`config.mk`:
```
export PLATFORM = sky130hd
export DESIGN_NAME = seg7_monitor
export DESIGN_NICKNAME = d
export VERILOG_FILES = /design/src/rtl/seg7_monitor.sv
export SDC_FILE = /design/constraint.sdc
export NUM_CORES = 1
export LEC_CHECK = 0
export ABC_AREA = 1
export ABC_CLOCK_PERIOD_IN_PS = 2400
export CAP_MARGIN = 20
export CORE_MARGIN = 5
export CORE_UTILIZATION = 56
export DETAILED_ROUTE_END_ITERATION = 16
export HOLD_SLACK_MARGIN = 0.1
export PLACE_DENSITY = 0.79
export SYNTH_ARGS = -nofsm -noshare
export SYNTH_HDL_FRONTEND = slang
export SYNTH_SLANG_ARGS = --single-unit
export TNS_END_PERCENT = 30
```
`constraint.sdc`:
```
create_clock -name clk -period 2.4 [get_ports clk]
set_input_delay 0.48 -clock clk [delete_from_list [all_inputs] [get_ports clk]]
set_output_delay 0.48 -clock clk [all_outputs]
set_load 0.02 [all_outputs]
```
`src/rtl/seg7_monitor.sv`:
```
// seg7_monitor
//   Receive-side checker for a 7-segment digit bus. The asynchronous segment
//   pattern is synchronized, filtered for stability, decoded back to a BCD
//   digit, and checked against a modulo counting sequence.
//
//   Ports
//     clk          clock
//     reset        synchronous, active-high reset
//     seg_in[6:0]  segment pattern {g,f,e,d,c,b,a}, active-high, asynchronous
//     clear        synchronous clear of err_count only
//     digit[3:0]   last accepted legal digit
//     digit_valid  one-cycle pulse: new pattern accepted and is a legal digit
//     pattern_err  one-cycle pulse: accepted pattern is not a legal digit
//     seq_err      one-cycle pulse: accepted legal digit was not the expected one
//     locked       high while the sequence reference is held
//     err_count    saturating count of pattern_err + seq_err events
module seg7_monitor #(
   parameter int STABLE_CYCLES = 4,
   parameter int WRAP_DIGIT    = 8,
   parameter int ERR_W         = 8
) (
   input  logic             clk,
   input  logic             reset,
   input  logic [6:0]       seg_in,
   input  logic             clear,
   output logic [3:0]       digit,
   output logic             digit_valid,
   output logic             pattern_err,
   output logic             seq_err,
   output logic             locked,
   output logic [ERR_W-1:0] err_count
);

   typedef enum logic {ACQUIRE, LOCKED} state_t;

   // Segment patterns for digits 0..9, indexed by digit value.
   localparam logic [6:0] SEG_TABLE [10] = '{
      7'h3F, 7'h06, 7'h5B, 7'h4F, 7'h66, 7'h6D, 7'h7D, 7'h07, 7'h7F, 7'h6F
   };

   // The run counter reads N-1 once the pattern has been seen for N
   // consecutive cycles, so acceptance compares against STABLE_CYCLES-1.
   localparam logic [7:0] ACCEPT_CNT = 8'(STABLE_CYCLES - 1);

   logic [6:0]       sync1_reg, sync2_reg, prev_reg, last_pat_reg;
   logic             last_valid_reg;
   logic [7:0]       stable_cnt_reg;
   state_t           state_reg;
   logic [3:0]       expected_reg;
   logic [3:0]       digit_reg;
   logic             digit_valid_reg, pattern_err_reg, seq_err_reg;
   logic [ERR_W-1:0] err_count_reg;

   logic [9:0]       match;
   logic             dec_legal;
   logic [3:0]       dec_digit;
   logic             same_next;
   logic             accept;
   logic             out_of_seq;
   logic             err_event;

   function automatic logic [3:0] next_digit(input logic [3:0] d);
      // Digits above the wrap point are legal but restart the sequence at 0.
      return (d >= 4'(WRAP_DIGIT)) ? 4'd0 : d + 4'd1;
   endfunction

   // One comparator per legal digit pattern.
   generate
      for (genvar gi = 0; gi < 10; gi++) begin : g_match
         assign match[gi] = (sync2_reg == SEG_TABLE[gi]);
      end
   endgenerate

   always_comb begin
      dec_legal = 1'b0;
      dec_digit = 4'd0;
      for (int i = 0; i < 10; i++) begin
         if (match[i]) begin
            dec_legal = 1'b1;
            dec_digit = 4'(i);
         end
      end
   end

   assign same_next  = (sync2_reg == prev_reg);
   // A held pattern is taken once; the last-accepted marker blocks repeats
   // while the counter stays saturated.
   assign accept     = same_next && (stable_cnt_reg >= ACCEPT_CNT) &&
                       (!last_valid_reg || (sync2_reg != last_pat_reg));
   assign out_of_seq = (state_reg == LOCKED) && (dec_digit != expected_reg);
   assign err_event  = accept && (!dec_legal || out_of_seq);

   always_ff @(posedge clk) begin
      if (reset) begin
         sync1_reg       <= '0;
         sync2_reg       <= '0;
         prev_reg        <= '0;
         stable_cnt_reg  <= '0;
         last_valid_reg  <= 1'b0;
         last_pat_reg    <= '0;
         state_reg       <= ACQUIRE;
         expected_reg    <= '0;
         digit_reg       <= '0;
         digit_valid_reg <= 1'b0;
         pattern_err_reg <= 1'b0;
         seq_err_reg     <= 1'b0;
         err_count_reg   <= '0;
      end else begin
         sync1_reg <= seg_in;
         sync2_reg <= sync1_reg;
         prev_reg  <= sync2_reg;

         if (!same_next)
            stable_cnt_reg <= '0;
         else if (stable_cnt_reg != 8'hFF)
            stable_cnt_reg <= stable_cnt_reg + 8'd1;

         digit_valid_reg <= 1'b0;
         pattern_err_reg <= 1'b0;
         seq_err_reg     <= 1'b0;

         if (accept) begin
            last_valid_reg <= 1'b1;
            last_pat_reg   <= sync2_reg;
            if (dec_legal) begin
               digit_valid_reg <= 1'b1;
               seq_err_reg     <= out_of_seq;
               digit_reg       <= dec_digit;
               expected_reg    <= next_digit(dec_digit);
               state_reg       <= LOCKED;
            end else begin
               pattern_err_reg <= 1'b1;
               state_reg       <= ACQUIRE;
            end
         end

         // Counter moves on the same edge that raises the error pulse.
         if (clear)
            err_count_reg <= '0;
         else if (err_event && (err_count_reg != {ERR_W{1'b1}}))
            err_count_reg <= err_count_reg + ERR_W'(1);
      end
   end

   assign digit       = digit_reg;
   assign digit_valid = digit_valid_reg;
   assign pattern_err = pattern_err_reg;
   assign seq_err     = seq_err_reg;
   assign locked      = (state_reg == LOCKED);
   assign err_count   = err_count_reg;

endmodule

```
# --- After elaboration in Yosys (flattened, before gate mapping) ---
# Cells that the tools add are included.
op_classes:
  addsub: 3
  n_mul: 0
  div: 0
  order_cmp: 2
  n_eq_ne: 15
  shift: 0
  mux: 22
  bitwise_logic: 3
  n_reduce_logical: 14
ops:
  columns: ["op", "n"]
  rows:
  - ["equality test 7 bit, second input constant", 7]
  - ["two-way mux 4 bit", 9]
  - ["adder 8 x 1 -> 8 bit, second input constant", 2]
  - ["!= test 8 bit, second input constant", 2]
  - ["equality test 7 x 3 -> 1 bit, second input constant", 2]
  - ["two-way mux 1 bit", 13]
  - ["greater-or-equal comparator 8 x 2 -> 1 bit, second input constant", 1]
  - ["equality test 7 x 6 -> 1 bit, second input constant", 1]
  - ["equality test 7 bit", 1]
  - ["!= test 7 bit", 1]
  - ["OR reduction 2 bit", 3]
  - ["logical AND 1 bit", 5]
  - ["adder 4 x 1 -> 4 bit, second input constant", 1]
  - ["greater-or-equal comparator 4 bit, second input constant", 1]
  - ["!= test 4 bit", 1]
  - ["NOT 1 bit", 3]
  - ["OR reduction 3 bit", 1]
  - ["logical NOT 1 bit", 2]
  - ["logical OR 1 bit", 2]
  - ["AND reduction 2 bit", 1]
totals:
  reg_bits: 57
  latchBits: 0
  mem_bits_rw: 0
  romBits: 0
  inputBits: 10
  memories: 0

# --- Logic depth before layout (Yosys ltp) ---
# Gate-level depths: netlist of run 1.
logic_depth:
  ltp_word: 15
  depth_mapped: 18
  ltp_nobuf: 17

# --- Least setup slack after synthesis of run 1 ---
# Ideal clock, no wire load.
synth_timing:
  path_type: "reg-to-reg"
  start: "register sync2_reg[0]"
  end: "register err_count_reg[3], in the netlist err_count[3]"
  setup_ns: 0.115
  t_arrival_ns: 1.616
  setup_slack_ns: 0.669
  stages_incl_launch_ff: 13
  period_less_slack_ns: 1.731
  path_cell_list: "dfxtp_1 -> nand2_2 -> nor2_2 -> nand3_1 -> xor2_1 -> nand3_1 -> nor2_1 -> nand2_1 -> nand2_2 -> nand2_4 -> buf_6 -> a21oi_1 -> nor2_1"
synth_via:
  elab_chain_cells: 15
synth_lines:
  columns: ["element", "line", "rtl"]
  rows:
  - ["start: declaration", "45", "logic [6:0] sync1_reg, sync2_reg, prev_reg, last_pat_reg;"]
  - ["start signal: assignment", "110", "sync2_reg <= sync1_reg;"]
  - ["equality test 7 x 3 -> 1 bit or equality test 7 x 6 -> 1 bit (tied branches)", "70", "assign match[gi] = (sync2_reg == SEG_TABLE[gi]);"]
  - ["two-way mux 1 bit", "78", "if (match[i]) begin"]
  - ["two-way mux 4 bit or two-way mux 1 bit (tied branches) (8 in a row)", "78", null]
  - ["!= test 4 bit or two-way mux 1 bit (tied branches)", "90, 78", null]
  - ["logical AND 1 bit or logical NOT 1 bit (tied branches)", "90, 91", null]
  - ["logical OR 1 bit", "91", "assign err_event = accept && (!dec_legal || out_of_seq);"]
  - ["logical AND 1 bit *", "91", null]
  - ["logical AND 1 bit *", "140", "else if (err_event && (err_count_reg != {ERR_W{1'b1}}))"]
  - ["end signal: assignment", "141", "err_count_reg <= err_count_reg + ERR_W'(1);"]
  - ["end: declaration", "52", "logic [ERR_W-1:0] err_count_reg;"]
# Every way passes the cells marked *; elsewhere a longest branch is shown, timed or not.
# A chain may end at the register's enable or synchronous reset.

# --- Final worst setup path of run 1 ---
layout_timing:
  start: "register sync2_reg[5]"
  end: "register err_count_reg[1], in the netlist err_count[1]"
# The elaborated chain is that of the path after synthesis.

==> key figures, run 1 <==
Pwr
  – Sw frac: 20.4%
  – Combinational Power Share: between 4 and 5%
  – Peak VDD IR: between 0.4 and 0.5 mV
  – P_sw: 0.401 mW
  – Power share of the clock group: 46.2%
  – Seq pwr share: about half
  – Leakage: 1.31 nW
  – Power density cells: 645 nW/µm²
  – Internal: 1.56 mW

Synthesis
  – Yosys top cell by area: dfxtp_1
  – Yosys warnings: 0
  – Syn_area_per_cell: between 7 and 8 µm²
  – Seq/Total Area, Yosys: 44.7%
  – Number of synthesized register bits: 57
  – Top cell type's share of synthesized area: 44.7%
  – Top cells by count, synth: nor2_1 (63), dfxtp_1 (57), nand2_1 (53)
  – Syn_nets: 363
  – Primary FF master, synth: dfxtp_1
  – Most frequent cell after synthesis: nor2_1
  – Netlist cell types: 30
  – Synth Instances: ~350
  – Synth top area cells: dfxtp_1 (45%), nor2_1 (9.3%), nand2_1 (7.8%), inv_1 (6.9%), a21oi_1 (4.7%)
  – Post-synth ARST share: 0%
  – Number of synthesized flops with an enable pin: 0
  – Mapped cell area: 2550 µm²

Floorplanning
  – Core ar.: 4380 µm²
  – Placement row count: 24
  – Die ar.: 6010 µm²
  – Initial core utilization: 58.2%
  – Die height: 77.5 µm
  – DIE WIDTH: 77.5 µm
  – I/O pins: 26

Global route
  – Met1 global-route usage: 21.4%
  – All-Layer GR Usage: 17.7%
  – First-pass GRT wire length: between 8000 and 9000 µm
  – Grt ovf: 0
  – Vias in the first global route: 2023
  – Initial antenna violation count: 0
  – Most Crowded Layer GR: met2
  – Grt met3 use: 5.56%
  – Largest net degree at the start of global routing: 29
  – Met2 Track Usage GR: ~29%

Setup path
  – RR Endpoint: err_count[1]
  – Arr. time, crit path: around 2.3 ns
  – Worst path cell trace: inv_2, a211oi_1, nand3_1, nand2_2, clkinvlp_4, nand2_1, inv_1, nand2_1, nand2_1, nand2_1, nor2_1
  – Setup crit start: sync2_reg[5]
  – Worst path top cell family by delay: simple AND/OR/NAND/NOR gates
  – Type of destination of the critical path: flop
  – CP Max Fanout: 14
  – Critical path launch point type: flop
  – Critical R2R Launch: sync2_reg[5]
  – Setup CP Type: reg2reg
  – Worst path depth: 11
  – Worst reg2reg path depth: 11
  – Worst path required time: 2.62 ns
  – CP most frequent cell: nand2_1
  – CP max stage cell: dfxtp_1
  – Worst setup path endpoint: err_count[1]
  – Flop2flop setup slack: 0.35 ns
  – Worst path max stage delay: 0.45 ns
  – CP Buf/Inv Count: 3

Route
  – Routed Antenna Nets: 0
  – Drt wl/cell: 11.5 µm
  – First drt pass iteration count: 4
  – Vias: 2171
  – DRC: 0
  – Drt total wl: between 4000 and 5000 µm
  – 1st-iter DRT viols: ~110
  – Via density: 5.01

STA
  – Final setup fails: 0
  – Unrepaired setup endpoints after global routing: false
  – Slew Viols, Final: 0
  – Fmax: 487 MHz
  – Final setup TNS: 0 ns
  – Clock skew: approximately 0.0056 ns
  – Tmin final: 2.05 ns
  – Worst relative slew slack: between 60% and 70%
  – Final Hold Fails: 0
  – Fin crit share: ~86%
  – Worst-Margin Slew: 0.558 ns

Clocking
  – # H-tree levels: 3
  – Hold buffers post-CTS: 0
  – Clock input transition at the sequential cells of the worst setup and hold paths: 0.06 ns
  – Skew-Pair Late Insertion Delay: 0.32 ns
  – Clock Path Buffers: 2
  – CTS root buf: clkbuf_8
  – Number of CTS-inserted buffers: 9
  – TritonCTS Sinks: 57
  – CTS tree: yes

Place
  – Dpl cells: approximately 420
  – Routability cong.: 0.897
  – Hpwl dp: 3710 µm
  – IO Port Bufs: 25

Outcome
  – Status: finished, final reports clean

Run
  – MaxCap Viol Count: 0

Hold path
  – Hold Crit Class: reg2reg

Cells and area
  – Area Overhead vs Synth: 19.1%
  – # diodes: 0
  – Fin nets: 390
  – Layout cells sized above 1: 11.0%
  – Non-Filler Instances: 433
layout make-up:
| cell class | instances | area, µm² |
|---|---|---|
| inverters | 52 | 199 |
| clock buffers | 14 | 173 |
| repair buffers | 26 | 258 |
| flip-flops and latches | 57 | 1140 |
| well taps | 52 | 65.1 |
| fillers | 379 | 1340 |
| clock inverters | 2 | 35.0 |
| multi-input cells | 230 | 1170 |
kinds of logic (layout without fill, tap and decap cells):
family	count (synthesis)	after routing	synth area share, %
flip-flops	57	57	44.7
XOR/XNOR	14	14	4.80
adder cells (fa/ha/maj)	4	4	1.96
buffers and inverters	62	94	9.80
AND/OR/NAND/NOR	168	168	29.5
AO/OA/AOI/OAI	44	44	9.26
power groups by stage:
stage               combinational (mW)  sequential (mW)  clock (mW)
global placement                0.0791            0.996           0
CTS                             0.0813            0.976       0.926
global route                    0.0906            0.978       0.979
finish                          0.0804            0.976       0.906
detailed placement              0.0804            0.996           0
floorplan                       0.0590            0.991           0
what timing repair did:
action	in CTS	in global routing
resized for setup	0	3
hold endpoints to repair	0	0
setup endpoints to repair	0	2
setup buffers	0	0
worst reg2reg max path, stage by stage, from the launching register on:
cell and delay [ns]:
dfxtp_1 0.45, inv_2 0.11, a211oi_1 0.30, nand3_1 0.16, nand2_2 0.19, clkinvlp_4 0.24
nand2_1 0.18, inv_1 0.10, nand2_1 0.09, nand2_1 0.05, nand2_1 0.05, nor2_1 0.04
worst min path at each step:
| stage | cells after the start | start | endpoint | slack (ns) |
|---|---|---|---|---|
| final | 2 | sync1_reg[6] | sync2_reg[6] | 0.40 |
| after global routing | 2 | sync1_reg[2] | sync2_reg[2] | 0.44 |
| after CTS | 2 | sync1_reg[6] | sync2_reg[6] | 0.40 |
| after floorplan | 2 | sync1_reg[0] | sync2_reg[0] | 0.39 |
| after detailed placement | 2 | sync1_reg[4] | sync2_reg[4] | 0.40 |
| after global placement | 2 | sync1_reg[6] | sync2_reg[6] | 0.39 |
metrics by stage:
stage	hold slack, ns	utilization [%]	area [µm²]	total power, mW	worst slack (ns)
2_1_floorplan	0.388	-	2550	1.05	0.669
3_3_place_gp	0.390	64.4	2820	1.08	0.394
3_5_place_dp	0.395	64.4	2820	1.08	0.284
4_1_cts	0.404	69.1	3030	1.98	0.248
5_1_grt	0.437	69.4	3040	2.05	0.140
6_report	0.401	69.4	3040	1.96	0.348
cell usage in the layout (no fill, tap or decap):
cell / count
dfxtp_1: 57
a21oi_2: 2
ha_1: 4
inv_1: 46
nand2_1: 52
nand2_4: 1
nand2_2: 8
or2_2: 1
nand4_1: 5
nor4_2: 1
nor2_4: 2
a211oi_1: 1
clkinvlp_4: 1
nor2_2: 3
nand3_2: 1
nand4_2: 1
clkinv_2: 1
xnor2_1: 3
nor4_1: 1
bufinv_16: 1
nand3_1: 20
and2_4: 1
nor3_1: 8
a21oi_1: 24
buf_4: 1
clkdlybuf4s50_1: 25
clkbuf_1: 2
nor2_1: 63
o21ai_0: 14
o21bai_1: 2
o22ai_1: 1
inv_2: 5
clkbuf_8: 12
xor2_1: 11
metal layers:
| layer | part of all wire, % | vias up |
|---|---|---|
| met1 | 46 | 978 |
| met5 | 0 | - |
| met3 | 5.0 | 9 |
| met4 | 1.4 | 0 |
| li1 | - | 1142 |
| met2 | 48 | 42 |
(Power assumes the default switching activity.)
==> run 2: changes to the inputs <==
--- a/config.mk
+++ b/config.mk
@@ -8,11 +8,14 @@
 export ABC_AREA = 1
 export ABC_CLOCK_PERIOD_IN_PS = 2400
 export CAP_MARGIN = 20
+export CELL_PAD_IN_SITES_DETAIL_PLACEMENT = 1
+export CELL_PAD_IN_SITES_GLOBAL_PLACEMENT = 1
 export CORE_MARGIN = 5
-export CORE_UTILIZATION = 56
+export CORE_UTILIZATION = 41
 export DETAILED_ROUTE_END_ITERATION = 16
 export HOLD_SLACK_MARGIN = 0.1
-export PLACE_DENSITY = 0.79
+export PLACE_DENSITY_LB_ADDON = 0.1
+export SLEW_MARGIN = 20
 export SYNTH_ARGS = -nofsm -noshare
 export SYNTH_HDL_FRONTEND = slang
 export SYNTH_SLANG_ARGS = --single-unit
==> constraint.sdc (replaced) <==
create_clock -name clk -period 2.4 [get_ports clk]
set_input_delay 0.36 -clock clk [delete_from_list [all_inputs] [get_ports clk]]
set_output_delay 0.36 -clock clk [all_outputs]
set_load 0.02 [all_outputs]
==> run 2 against run 1 <==
- critical path depth unchanged
- cell count is 5.8% higher
- first-iteration DRC count down 34%
- combinational power is 3.5% higher
- utilization fell by 18 points
- routed wire length up 20%
- setup slack lost 0.00099 ns
- non-clock buffer count grew 2
- clock power rose by 13%
- largest power group is now the clock network
==> key figures, run 2 (synthesis results as in run 1) <==
Outcome
  – Status: finished, final reports clean

Clocking
  – Post-CTS Setup Bufs: 0 (unchanged)
  – Post_cts resized: 0 (unchanged)
  – # H-tree levels: 3 (unchanged)
  – Number of CTS-inserted buffers: 9 (unchanged)
  – Skew-Pair Late Insertion Delay: 0.34 ns (+0.02 ns)
  – CTS root buf: clkbuf_8
  – Clock Path Buffers: 2 (unchanged)
  – Clock input transition at the sequential cells of the worst setup and hold paths: 0.07 ns (about the same)
  – TritonCTS Sinks: 57 (unchanged)
  – CTS tree: yes
  – Hold buffers post-CTS: 0 (unchanged)

Global route
  – Grt ovf: 0 (unchanged)
  – Initial antenna violation count: 0 (unchanged)
  – First-pass GRT wire length: 10700 µm (+22%)
  – All-Layer GR Usage: 17.7% (-0.027 points)
  – Largest net degree at the start of global routing: 29 (unchanged)
  – Vias in the first global route: 2267 (+12%)

Route
  – Met1 WL: 2760 µm (+21%)
  – Routed Antenna Nets: 0 (unchanged)
  – DR WL met2: 2980 µm (+24%)
  – DRC: 0 (unchanged)
  – First drt pass iteration count: 4 (unchanged)
  – DR top layer: met4
  – Met3 WL: 197 µm (-22%)
  – Drt wl/cell: 13.1 µm (+13%)
  – Vias: 2194 (+1.1%)
  – 1st-iter DRT viols: 70 (-34%)
  – Drt total wl: 6000 µm (+20%)
  – Via density: 4.79 (-4.5%)

Pwr
  – Internal: 1.63 mW (+4.7%)
  – Power share of the clock group: 49.0% (+2.8 points)
  – Leakage: 1.34 nW (+2.1%)
  – Combinational Power Share: 4.0% (about the same)
  – Seq pwr share: 47.0% (-2.7 points)
  – Sw frac: 21.3% (+0.85 points)
  – P_sw: 0.442 mW (+10%)
  – Power density cells: 671 nW/µm² (+4.0%)
  – Peak VDD IR: 0.398 mV (-3.7%)

STA
  – Worst relative slew slack: 61.2% (-1.5 points)
  – Tmin final: 2.05 ns (+0.000991 ns)
  – Fin crit share: 85.5% (about the same)
  – Final setup TNS: 0 ns (unchanged)
  – Hold slack: 0.405 ns (+0.00442 ns)
  – Final worst-path setup slack: 0.347 ns (-0.000991 ns)
  – Final Hold Fails: 0 (unchanged)
  – Slew Viols, Final: 0 (unchanged)
  – Worst-Margin Slew: 0.580 ns (+0.0219 ns)
  – Fmax: 487 MHz (about the same)
  – Final setup fails: 0 (unchanged)
  – Unrepaired setup endpoints after global routing: false
  – Clock skew: 0.00931 ns (+0.00370 ns)

Cells and area
  – Most frequent cells in the layout: nor2_1 (63), dfxtp_1 (57), nand2_1 (53)
  – Area Overhead vs Synth: 21.2%
  – Final core occ: 51.7% (-18 points)
  – # diodes: 0 (unchanged)
  – Layout cells sized above 1: 11.2% (+0.20 points)
  – Commonest non-fill, non-tap cell in the layout: nor2_1
  – Fin nets: 392 (+0.51%)

Place
  – Hpwl dp: 4520 µm (+22%)
  – IO Port Bufs: 25 (unchanged)
  – Routability cong.: 0.808 (-9.9%)
  – Place WS: 0.356 ns (+0.0717 ns)

Floorplanning
  – DIE WIDTH: 88.9 µm (+15%)
  – Initial core utilization: 42.6% (-16 points)
  – Die ar.: 7910 µm² (+32%)
  – Placement row count: 28 (+17%)
  – Die height: 88.9 µm (+15%)
  – I/O pins: 26 (unchanged)
  – Core ar.: 5990 µm² (+37%)

Setup path
  – Setup CP Type: reg2reg
  – Critical path launch point type: flop
  – Arr. time, crit path: 2.29 ns (+0.02 ns)
  – Worst path required time: 2.63 ns (about the same)
  – Flop2flop setup slack: 0.35 ns (about the same)
  – CP Max Fanout: 6 (-8)
  – Type of destination of the critical path: flop

Run
  – MaxCap Viol Count: 0 (unchanged)

Hold path
  – Hold Crit Class: reg2reg
-- run 2: cell types whose count changed in the layout (fill, tap and decap cells not counted), sizes merged --
cell    delta
inv        +1
buf        +2
clkinv     +1
bufinv     +1
clkbuf     -3
-- run 2: layer usage --
layer	track usage [%]	up-vias
met5	0	-
met4	6.18	0
met3	5.53	6
met2	29.9	29
met1	21.2	1011
li1	-	1148
-- run 2: area by class of cell --
| class | count | area (µm²) |
|---|---|---|
| Clock buffer | 11 | 151 |
| Clock inverter | 5 | 77.6 |
| Fill cell | 776 | 2900 |
| Inverter | 52 | 195 |
| Multi-Input combinational cell | 230 | 1160 |
| Sequential cell | 57 | 1140 |
| Tap cell | 75 | 93.8 |
| Timing Repair Buffer | 28 | 273 |
-- run 2: power groups by stage --
| stage | Sequential, mW | Clock, mW | Combinational [mW] |
|---|---|---|---|
| after floorplan | 0.991 | 0 | 0.0590 |
| after global placement | 0.996 | 0 | 0.0821 |
| after detailed placement | 0.998 | 0 | 0.0843 |
| after CTS | 0.976 | 1.05 | 0.0854 |
| after global routing | 0.978 | 1.09 | 0.0956 |
| final | 0.976 | 1.02 | 0.0832 |
-- run 2: path summary, 6_finish.rpt --
| check | to | from | depth (start not counted) |
|---|---|---|---|
| worst min-delay path | sync2_reg[4] | sync1_reg[4] | 2 |
| worst max register to register | err_count[2] | sync2_reg[0] | 11 |
| worst min register to register | sync2_reg[4] | sync1_reg[4] | 2 |
| worst max-delay path | err_count[2] | sync2_reg[0] | 11 |
-- run 2: stage by stage --
stage,cells,total power [mW],instance area (µm²)
4_1_cts,458,2.11,3090
6_report,458,2.08,3090
5_1_grt,458,2.17,3090
3_3_place_gp,442,1.08,2870
3_5_place_dp,442,1.08,2870
2_1_floorplan,349,1.05,2550
-- run 2: worst max-delay path, stage by stage (launching register included) --
cell     delay, ns
dfxtp_1       0.37
xor2_1        0.18
nor2_1        0.13
nand4_1       0.16
nor2_1        0.19
nand2_1       0.20
inv_1         0.19
nand2_1       0.14
nor2_1        0.18
nand3_1       0.10
nand2_1       0.07
nor2_1        0.04
==> run 3: changes to the inputs <==
--- a/config.mk
+++ b/config.mk
@@ -12,6 +12,7 @@
 export CELL_PAD_IN_SITES_GLOBAL_PLACEMENT = 1
 export CORE_MARGIN = 5
 export CORE_UTILIZATION = 41
+export CTS_BUF_LIST = sky130_fd_sc_hd__clkbuf_4 sky130_fd_sc_hd__clkbuf_8 sky130_fd_sc_hd__clkbuf_16
 export DETAILED_ROUTE_END_ITERATION = 16
 export HOLD_SLACK_MARGIN = 0.1
 export PLACE_DENSITY_LB_ADDON = 0.1
==> results of run 3 <==
Same layout as run 2: the final DEF is identical, and so are final timing and power.
